==> src/rtl/multicycle_chunk_adder_if.sv <==
// multicycle_chunk_adder_if: operand/result valid-ready bundle for multicycle_chunk_adder.
interface multicycle_chunk_adder_if #(parameter int N = 32);
  logic in_valid, in_ready, sub, cin, out_valid, out_ready, cout, ovf;
  logic [N-1:0] a, b, sum;
  modport master (output in_valid, a, b, sub, cin, out_ready, input in_ready, out_valid, sum, cout, ovf);
  modport slave (input in_valid, a, b, sub, cin, out_ready, output in_ready, out_valid, sum, cout, ovf);
endinterface

==> src/rtl/multicycle_chunk_adder.sv <==
// multicycle_chunk_adder: N-bit add/subtract evaluated CHUNK bits per cycle,
// carry held in a register between chunks, valid/ready on both sides.
module multicycle_chunk_adder #(
  parameter int N = 32,
  parameter int CHUNK = 8
) (
  input logic clk,
  input logic rst,
  multicycle_chunk_adder_if.slave bus
);
  localparam int M = N / CHUNK;
  localparam int IW = (M > 1) ? $clog2(M) : 1;
  if (N % CHUNK != 0) begin : g_bad_chunk
    $error("multicycle_chunk_adder: N must be a multiple of CHUNK");
  end
  typedef enum logic [1:0] {IDLE, RUN, DONE} state_t;
  state_t state_q, state_d;
  logic [IW-1:0] idx_q, idx_d;
  logic [N-1:0] a_q, a_d, bx_q, bx_d, sum_q, sum_d;
  logic carry_q, carry_d, cout_q, cout_d, ovf_q, ovf_d, out_valid_q, out_valid_d;
  logic [CHUNK-1:0] a_c, b_c, s_c;
  logic c_out, c_msb;
  assign a_c = a_q[idx_q*CHUNK +: CHUNK];
  assign b_c = bx_q[idx_q*CHUNK +: CHUNK];
  assign {c_out, s_c} = {1'b0, a_c} + {1'b0, b_c} + {{CHUNK{1'b0}}, carry_q};
  // carry into the top bit recovered from the sum bit, so no second ripple is needed
  assign c_msb = s_c[CHUNK-1] ^ a_c[CHUNK-1] ^ b_c[CHUNK-1];
  always_comb begin
    state_d = state_q;
    idx_d = idx_q;
    a_d = a_q;
    bx_d = bx_q;
    carry_d = carry_q;
    sum_d = sum_q;
    cout_d = cout_q;
    ovf_d = ovf_q;
    out_valid_d = out_valid_q;
    case (state_q)
      IDLE: if (bus.in_valid) begin
        a_d = bus.a;
        bx_d = bus.sub ? ~bus.b : bus.b;
        carry_d = bus.cin ^ bus.sub;
        idx_d = '0;
        state_d = RUN;
      end
      RUN: begin
        sum_d[idx_q*CHUNK +: CHUNK] = s_c;
        carry_d = c_out;
        idx_d = idx_q + 1'b1;
        if (idx_q == IW'(M - 1)) begin
          cout_d = c_out;
          ovf_d = c_out ^ c_msb;
          out_valid_d = 1'b1;
          state_d = DONE;
        end
      end
      DONE: if (bus.out_ready) begin
        out_valid_d = 1'b0;
        state_d = IDLE;
      end
      default: state_d = IDLE;
    endcase
  end
  always_ff @(posedge clk or posedge rst) begin
    if (rst) begin
      state_q <= IDLE;
      idx_q <= '0;
      a_q <= '0;
      bx_q <= '0;
      carry_q <= 1'b0;
      sum_q <= '0;
      cout_q <= 1'b0;
      ovf_q <= 1'b0;
      out_valid_q <= 1'b0;
    end else begin
      state_q <= state_d;
      idx_q <= idx_d;
      a_q <= a_d;
      bx_q <= bx_d;
      carry_q <= carry_d;
      sum_q <= sum_d;
      cout_q <= cout_d;
      ovf_q <= ovf_d;
      out_valid_q <= out_valid_d;
    end
  end
  assign bus.in_ready = (state_q == IDLE);
  assign bus.out_valid = out_valid_q;
  assign bus.sum = sum_q;
  assign bus.cout = cout_q;
  assign bus.ovf = ovf_q;
endmodule

==> src/flat_wrapper.sv <==
// flat-port wrapper written by rule: the top's interface ports become plain ports
module multicycle_chunk_adder_flat 
#(
  parameter int N = 32,
  parameter int CHUNK = 8
)
  (clk, rst, bus_in_valid, bus_a, bus_b, bus_sub, bus_cin, bus_out_ready, bus_in_ready, bus_out_valid, bus_sum, bus_cout, bus_ovf);
  multicycle_chunk_adder_if #(.N(N)) bus_i ();
  input logic clk;
  input logic rst;
  input wire logic [$bits(bus_i.in_valid)-1:0] bus_in_valid;
  input wire logic [$bits(bus_i.a)-1:0] bus_a;
  input wire logic [$bits(bus_i.b)-1:0] bus_b;
  input wire logic [$bits(bus_i.sub)-1:0] bus_sub;
  input wire logic [$bits(bus_i.cin)-1:0] bus_cin;
  input wire logic [$bits(bus_i.out_ready)-1:0] bus_out_ready;
  output wire logic [$bits(bus_i.in_ready)-1:0] bus_in_ready;
  output wire logic [$bits(bus_i.out_valid)-1:0] bus_out_valid;
  output wire logic [$bits(bus_i.sum)-1:0] bus_sum;
  output wire logic [$bits(bus_i.cout)-1:0] bus_cout;
  output wire logic [$bits(bus_i.ovf)-1:0] bus_ovf;
  assign bus_i.in_valid = bus_in_valid;
  assign bus_i.a = bus_a;
  assign bus_i.b = bus_b;
  assign bus_i.sub = bus_sub;
  assign bus_i.cin = bus_cin;
  assign bus_i.out_ready = bus_out_ready;
  assign bus_in_ready = bus_i.in_ready;
  assign bus_out_valid = bus_i.out_valid;
  assign bus_sum = bus_i.sum;
  assign bus_cout = bus_i.cout;
  assign bus_ovf = bus_i.ovf;
  multicycle_chunk_adder #(.N(N), .CHUNK(CHUNK)) u_core (.clk(clk), .rst(rst), .bus(bus_i));
endmodule
==> config.mk <==
export PLATFORM = sky130hd
export DESIGN_NAME = multicycle_chunk_adder_flat
export DESIGN_NICKNAME = d
export VERILOG_FILES = /design/src/rtl/multicycle_chunk_adder_if.sv /design/src/rtl/multicycle_chunk_adder.sv /design/src/flat_wrapper.sv
export SDC_FILE = /design/constraint.sdc
export NUM_CORES = 1
export LEC_CHECK = 0
export CAP_MARGIN = 20
export CORE_MARGIN = 1
export CORE_UTILIZATION = 40
export CTS_CLUSTER_DIAMETER = 30
export DETAILED_ROUTE_END_ITERATION = 10
export MAX_ROUTING_LAYER = met4
export PLACE_DENSITY = 0.65
export SYNTH_ARGS = -nofsm -noshare
export SYNTH_HDL_FRONTEND = slang
export SYNTH_SLANG_ARGS = --single-unit
export TNS_END_PERCENT = 100
==> constraint.sdc <==
create_clock -name clk -period 6.2 [get_ports clk]
set_input_delay 1.24 -clock clk [delete_from_list [all_inputs] [get_ports clk]]
set_output_delay 1.24 -clock clk [all_outputs]
set_load 0.02 [all_outputs]
# Word-level counts from Yosys, hierarchy flattened
# Cells that the tools add are included.
[word_totals]
mem_bits_ro = 0
regBits = 104
input_bits = 70
latchBits = 0
ram_bits = 0
mem_count = 0
wordCells = 49
output_inout_bits = 36
[classes]
n_shift = 4
n_reduce_logical = 8
eq_ne = 6
n_mux = 13
multipliers = 0
magnitude_cmp = 0
div_mod_pow = 0
bitwise = 5
n_addsub = 4
[op_table]
columns = ["operator", "count"]
rows = [
  ["$shiftx A32 B6 Y8", 2],
  ["$neg A5 Y34", 1],
  ["$shift A8 B34 Y32 const A", 1],
  ["$shiftx A8 B34 Y32", 1],
  ["$bwmux W32", 1],
  ["$mux W32", 1],
  ["$not A32 Y32", 1],
  ["$add A8 B8 Y9", 1],
  ["$add A9 B1 Y9", 1],
  ["$mux W2", 4],
  ["$pmux W2 S3", 1],
  ["$reduce_and A2 Y1", 3],
  ["$reduce_and A3 Y1", 2],
  ["$eq A2 B2 Y1 const B", 2],
  ["$ne A2 B2 Y1 const B", 2],
  ["$pmux W1 S2", 2],
  ["$pmux W2 S2", 1],
  ["$reduce_bool A2 Y1", 2],
  ["$xor A1 B1 Y1", 4],
  ["$mux W1", 3],
  ["$add A2 B1 Y2 const B", 1],
  ["$eq A2 B1 Y1 const B", 1],
  ["$logic_not A2 Y1", 1],
  ["$ne A2 B1 Y1 const B", 1],
]

# Logic depth before layout (Yosys ltp)
[logic_depth]
depth_word = 6
depth_mapped = 11
ltp_nobuf = 10

# Worst setup path after synthesis
# Ideal clock, no wire load.
[synth_timing]
kind = "reg2reg"
start = "register u_core.idx_q[0]"
end = "register u_core.ovf_q, in the netlist u_core.bus.ovf"
synth_period_minus_slack_ns = 3.258
setup_slack_ns = 2.942
n_path_buf = 2
t_arrival_ns = 3.188
required_ns = 6.130
path_stages_with_launch = 10
setup_time_ns = 0.070
cell_sequence = "dfrtp_1 > buf_2 > buf_2 > mux4_2 > ha_1 > and3_1 > a221o_1 > or3_1 > a211o_1 > nand3_1"
[synth_between]
elab_chain_len = 6
word_cells_on_any_way = 9
classes_between = "add/sub (2); eq/ne (1); shift (2); bitwise (3); reduce/logical (1)"
[synth_rtl]
columns = ["element", "line", "text"]
rows = [
  ["from (decl)", "multicycle_chunk_adder.sv:18", "logic [IW-1:0] idx_q, idx_d;"],
  ["from (signal assigned)", "multicycle_chunk_adder.sv:77", "idx_q <= idx_d;"],
  ["$shiftx A32 B6 Y8, on equally long branches", "multicycle_chunk_adder.sv:23, multicycle_chunk_adder.sv:24", ""],
  ["$add A8 B8 Y9", "multicycle_chunk_adder.sv:25", "assign {c_out, s_c} = {1'b0, a_c} + {1'b0, b_c} + {{CHUNK{1'b0}}, carry_q};"],
  ["$add A9 B1 Y9", "multicycle_chunk_adder.sv:25", ""],
  ["$xor A1 B1 Y1 (2 in series)", "multicycle_chunk_adder.sv:27", "assign c_msb = s_c[CHUNK-1] ^ a_c[CHUNK-1] ^ b_c[CHUNK-1];"],
  ["$xor A1 B1 Y1", "multicycle_chunk_adder.sv:52", "ovf_d = c_out ^ c_msb;"],
  ["to (signal assigned)", "multicycle_chunk_adder.sv:83", "ovf_q <= ovf_d;"],
  ["to (decl)", "multicycle_chunk_adder.sv:20", "logic carry_q, carry_d, cout_q, cout_d, ovf_q, ovf_d, out_valid_q, out_valid_d;"],
]
# Parallel ways exist; a longest one is shown, timed or not.
# A chain may end at the register's enable or synchronous reset.

# Worst setup path after layout
# Same ends and word-level chain as after synthesis.

==> results.md <==
- The total grt overflow is 0.
- The largest delay contributor family on the critical path is compound AO/OA/AOI/OAI gates.
- The signal on the critical path passes through buf_4 > mux4_2 > fa_1 > inv_1 > fa_1 > nor2b_1 > o21a_1 > o211a_1 > or3_1 > a211o_1 > nand3_1.
- The area growth from synthesis to layout is 29.8%.
- The number of routed nets with antenna violations is 0.
- Setup total negative slack on the finished layout was measured at 0 ns.
- The clock passes through at most 2 buffers.
- The hold-critical path depth is 2.
- The number of vias in the routed layout is 3,711.
- The worst setup path is captured at a flip-flop.
- Hold repair after CTS inserted 0 buffers.
- The reg2reg setup slack is 2.55 ns.
- In this run, synthesis produced a sequential element count of 104.
- Leaving out fill and tap cells, the most frequent cell in the layout is nand2_1.
- TritonCTS built the clock tree.
- The min-delay analysis places its worst path in the category flip-flop to flip-flop.
- The placeable core region is 12,000 sq um.
- Static timing analysis puts the maximum clock frequency at 274 MHz.
- The maximum single-stage delay on the critical path is 0.73 ns.
- The global-route wire length before repair is 18.3 mm.
- The startpoint kind of the worst setup timing path is a flip-flop.
- For the worst setup path, the data arrival time is 3.92 ns.
- The path with the worst hold slack has its endpoint at u_core.bx_q[23].
- After clock tree synthesis, the clock-pin slew on the worst setup and hold paths is 0.07 ns.
- The final hold violation count was 0.
- Setup repair after global routing left no endpoint under its margin.
- The worst hold path begins at u_core.bx_q[23].
- The worst register-to-register path ends at u_core.bus.ovf.
- The number of cells on the worst reg-to-reg path is 11.
- The filler-free cell count of the finished design is 722.
- The number of different library cells used by synthesis comes to 38.
- Each instance of the synthesized netlist takes up on average 10.4 sq um.
- The initial antenna violation count is 0.
- The maximum number of pins on one net before global-route repair is 101.
- Synthesis handed over a netlist of 473 instances.
- The global-route usage over all layers is 0.188.
- The net switching component of the power is 1.49 mW.
- The flow ran to the end, and the final reports show no timing, DRC or antenna violations.
- The number of warnings issued by yosys is 0.
- In this run the tightest slew margin relative to its limit is 0.401.
- Of the total power, the share spent switching nets is 0.421.
- The detailed-routing iteration count for the pre-antenna-repair pass is 5.
- Synthesis produced a netlist with a net count of 558.
- For this run, design rule violations remaining after detail routing come to 0.
- The tool flagged a number of max-cap violations equal to 0.
- The time the worst path needs with I/O delays and setup is 3.65 ns.
- The via count of the first global-routing pass came to 3,647.
- The clock root buffer master is clkbuf_16.
- For this block, the routed nets add up to 11.0 mm of wire.
- Clock skew on the completed layout was measured at 0.00938 ns.
- The power per cell area is 553 nW/um^2.
- Internal power comes to 2.05 mW.
- The share of total power dissipated in the clock network is 0.147.
- The synthesized cell area is 4930 sq um.
- The port buffer count is 105.
- The sequential share of power is 0.331.
- Counting flops with an async set or reset pin after synthesis yields a share of 1.00.
- The count of routing violations after the opening detailed-route iteration is 180.
- The net count reported at finish is 655.
- For this run, the register share of the synthesized area comes to 0.528.
- The number of vias per cell is 5.14.
- After detailed placement, the design holds a cell count of 705.
- Pin placement for this block handled 106 I/O pins.
- Clock tree synthesis found a total of 104 sinks.
- The final-report max-slew violation count is 0.
- Clock latency on the worst-skew pair, taken at its later pin, is 0.33 ns.
- The fraction of layout instances using a drive strength above 1 is 0.0696.
- The die covers 12,800 sq um.
- The classification of the worst setup path is flip-flop to flip-flop.
- The overall die height is 113 microns.
- VDD sags by at most 0.261 mV.
- The H-tree was split into 3 levels.
- The critical path contains buffers and inverters numbering 2 combined.
- For the worst setup path, the data required time is 6.47 ns.
- In the synthesized netlist the dominant register cell turns out to be dfrtp_1.
- The power share of the combinational group is 0.521.
- Tracing the worst setup path back leads to its startpoint at u_core.idx_q[0].
- The clock buffer count from CTS is 9.
- The routability congestion estimate from global placement is 0.832.
- The number of standard-cell rows in the floorplan is 40.
- The initial utilization of the core area, before any placement, comes to 0.411.
- The slew of the pin with the lowest slew margin is 0.898 ns.
- The number of enable flip-flop cells after synthesis is 0.
- The worst flop-to-flop path startpoint is u_core.idx_q[0].
- In the layout the commonest cells are 148 x nand2_1, 104 x clkdlybuf4s50_1, 104 x dfrtp_1.
- In the final routed layout, each cell accounts on average for 15.3 microns.
- From left edge to right edge, the die measures 113 microns.
- The final critical-path share of the clock period is 0.589.
- The leakage power total is 2.88 nW.
- The largest fanout on the critical path is 14.
- The number of diodes is 0.
- By instance count, the cell type seen most on the critical path is fa_1.
- Setup violations remaining at the end of the flow were counted as 0.
- The number of buffers inserted to repair setup after CTS is 0.
- The post-CTS resize count is 0.
- After legalization and detailed placement, the total HPWL measured 8.22 mm.
- The slowest cell on the critical path is dfrtp_1.
-- cell usage after synthesis (all sizes together) (2+ instances only) --
| master | count | area share |
|---|---|---|
| a21o | 2 | 0.0030 |
| ha | 13 | 0.033 |
| nor2 | 8 | 0.0061 |
| nor2b | 3 | 0.0038 |
| inv | 10 | 0.0076 |
| fa | 2 | 0.0081 |
| clkbuf | 15 | 0.011 |
| buf | 8 | 0.0071 |
| o21a | 2 | 0.0030 |
| nand2 | 149 | 0.11 |
| a21oi | 6 | 0.0061 |
| or4 | 2 | 0.0030 |
| or3 | 2 | 0.0025 |
| dfrtp | 104 | 0.53 |
| mux4 | 16 | 0.073 |
| xor2 | 2 | 0.0036 |
| nand4 | 2 | 0.0025 |
| o31ai | 2 | 0.0030 |
| nand3 | 4 | 0.0041 |
| a22o | 25 | 0.044 |
| nor3 | 4 | 0.0051 |
| o21ai | 45 | 0.046 |
| xnor2 | 35 | 0.062 |
-- worst min-delay path, cell delays in order (launching register included) --
cell,delay (ns)
dfrtp_1,0.34
nand2_1,0.05
o21ai_0,0.06
-- layout make-up --
type,instances,area [sq um]
Fill cell,1095,5610
Sequential cell,104,2600
Multi-Input combinational cell,336,2200
Timing Repair Buffer,109,1100
Clock buffer,12,246
Tap cell,147,184
Inverter,10,40.0
Clock inverter,4,28.8
-- metal layers --
metal | vias up | GRT usage | wire [microns]
met5 | - | - | 0
met2 | 116 | 0.301 | 5460
met1 | 1776 | 0.246 | 4980
met3 | 10 | 0.0295 | 464
met4 | 0 | 0.0632 | 113
li1 | 1809 | - | -
-- metrics by stage --
stage                     setup slack [ns]  instance area [sq um]  hold slack, ns   util  power (mW)
after global placement                2.60                   6100           0.456  0.508        2.95
final                                 2.55                   6400           0.477  0.533        3.54
after floorplan                       2.23                   4930           0.440      -        2.43
after detailed placement              2.53                   6100           0.461  0.508        3.01
after CTS                             2.52                   6370           0.478  0.531        3.54
after global routing                  2.30                   6400           0.498  0.533        3.82
-- power groups by stage --
| stage | clock network, mW | registers [mW] | logic, mW |
|---|---|---|---|
| after floorplan | 0 | 1.18 | 1.25 |
| after global placement | 0 | 1.17 | 1.77 |
| after detailed placement | 0 | 1.19 | 1.83 |
| after CTS | 0.529 | 1.17 | 1.84 |
| after global routing | 0.560 | 1.21 | 2.05 |
| final | 0.522 | 1.17 | 1.85 |
-- worst max path at each step --
stage                     cells past startpoint        endpoint  slack (ns)
after global placement                       11  u_core.bus.ovf        2.60
after global routing                         11  u_core.bus.ovf        2.30
after CTS                                    11  u_core.bus.ovf        2.52
after detailed placement                     11  u_core.bus.ovf        2.53
final                                        11  u_core.bus.ovf        2.55
after floorplan                               1   u_core.a_q[0]        2.23
-- state kept, by name, indices dropped and copies added, names as in the netlist --
register	cells
u_core.bx_q	32
u_core.bus.ovf	1
u_core.bus.sum	32
u_core.bus.cout	1
u_core.bus.out_valid	1
u_core.state_q	2
u_core.carry_q	1
u_core.idx_q	2
u_core.a_q	32
-- cells by family (layout without fill, tap and decap cells) --
| family | after synthesis | after routing | share of synthesized area |
|---|---|---|---|
| simple gates | 179 | 179 | 0.149 |
| flops | 104 | 104 | 0.528 |
| compound gates | 89 | 89 | 0.118 |
| xor+xnor | 37 | 37 | 0.0657 |
| buf+inv | 33 | 135 | 0.0261 |
| mux | 16 | 16 | 0.0731 |
| fa+ha+maj | 15 | 15 | 0.0411 |
(Power assumes the default switching activity.)
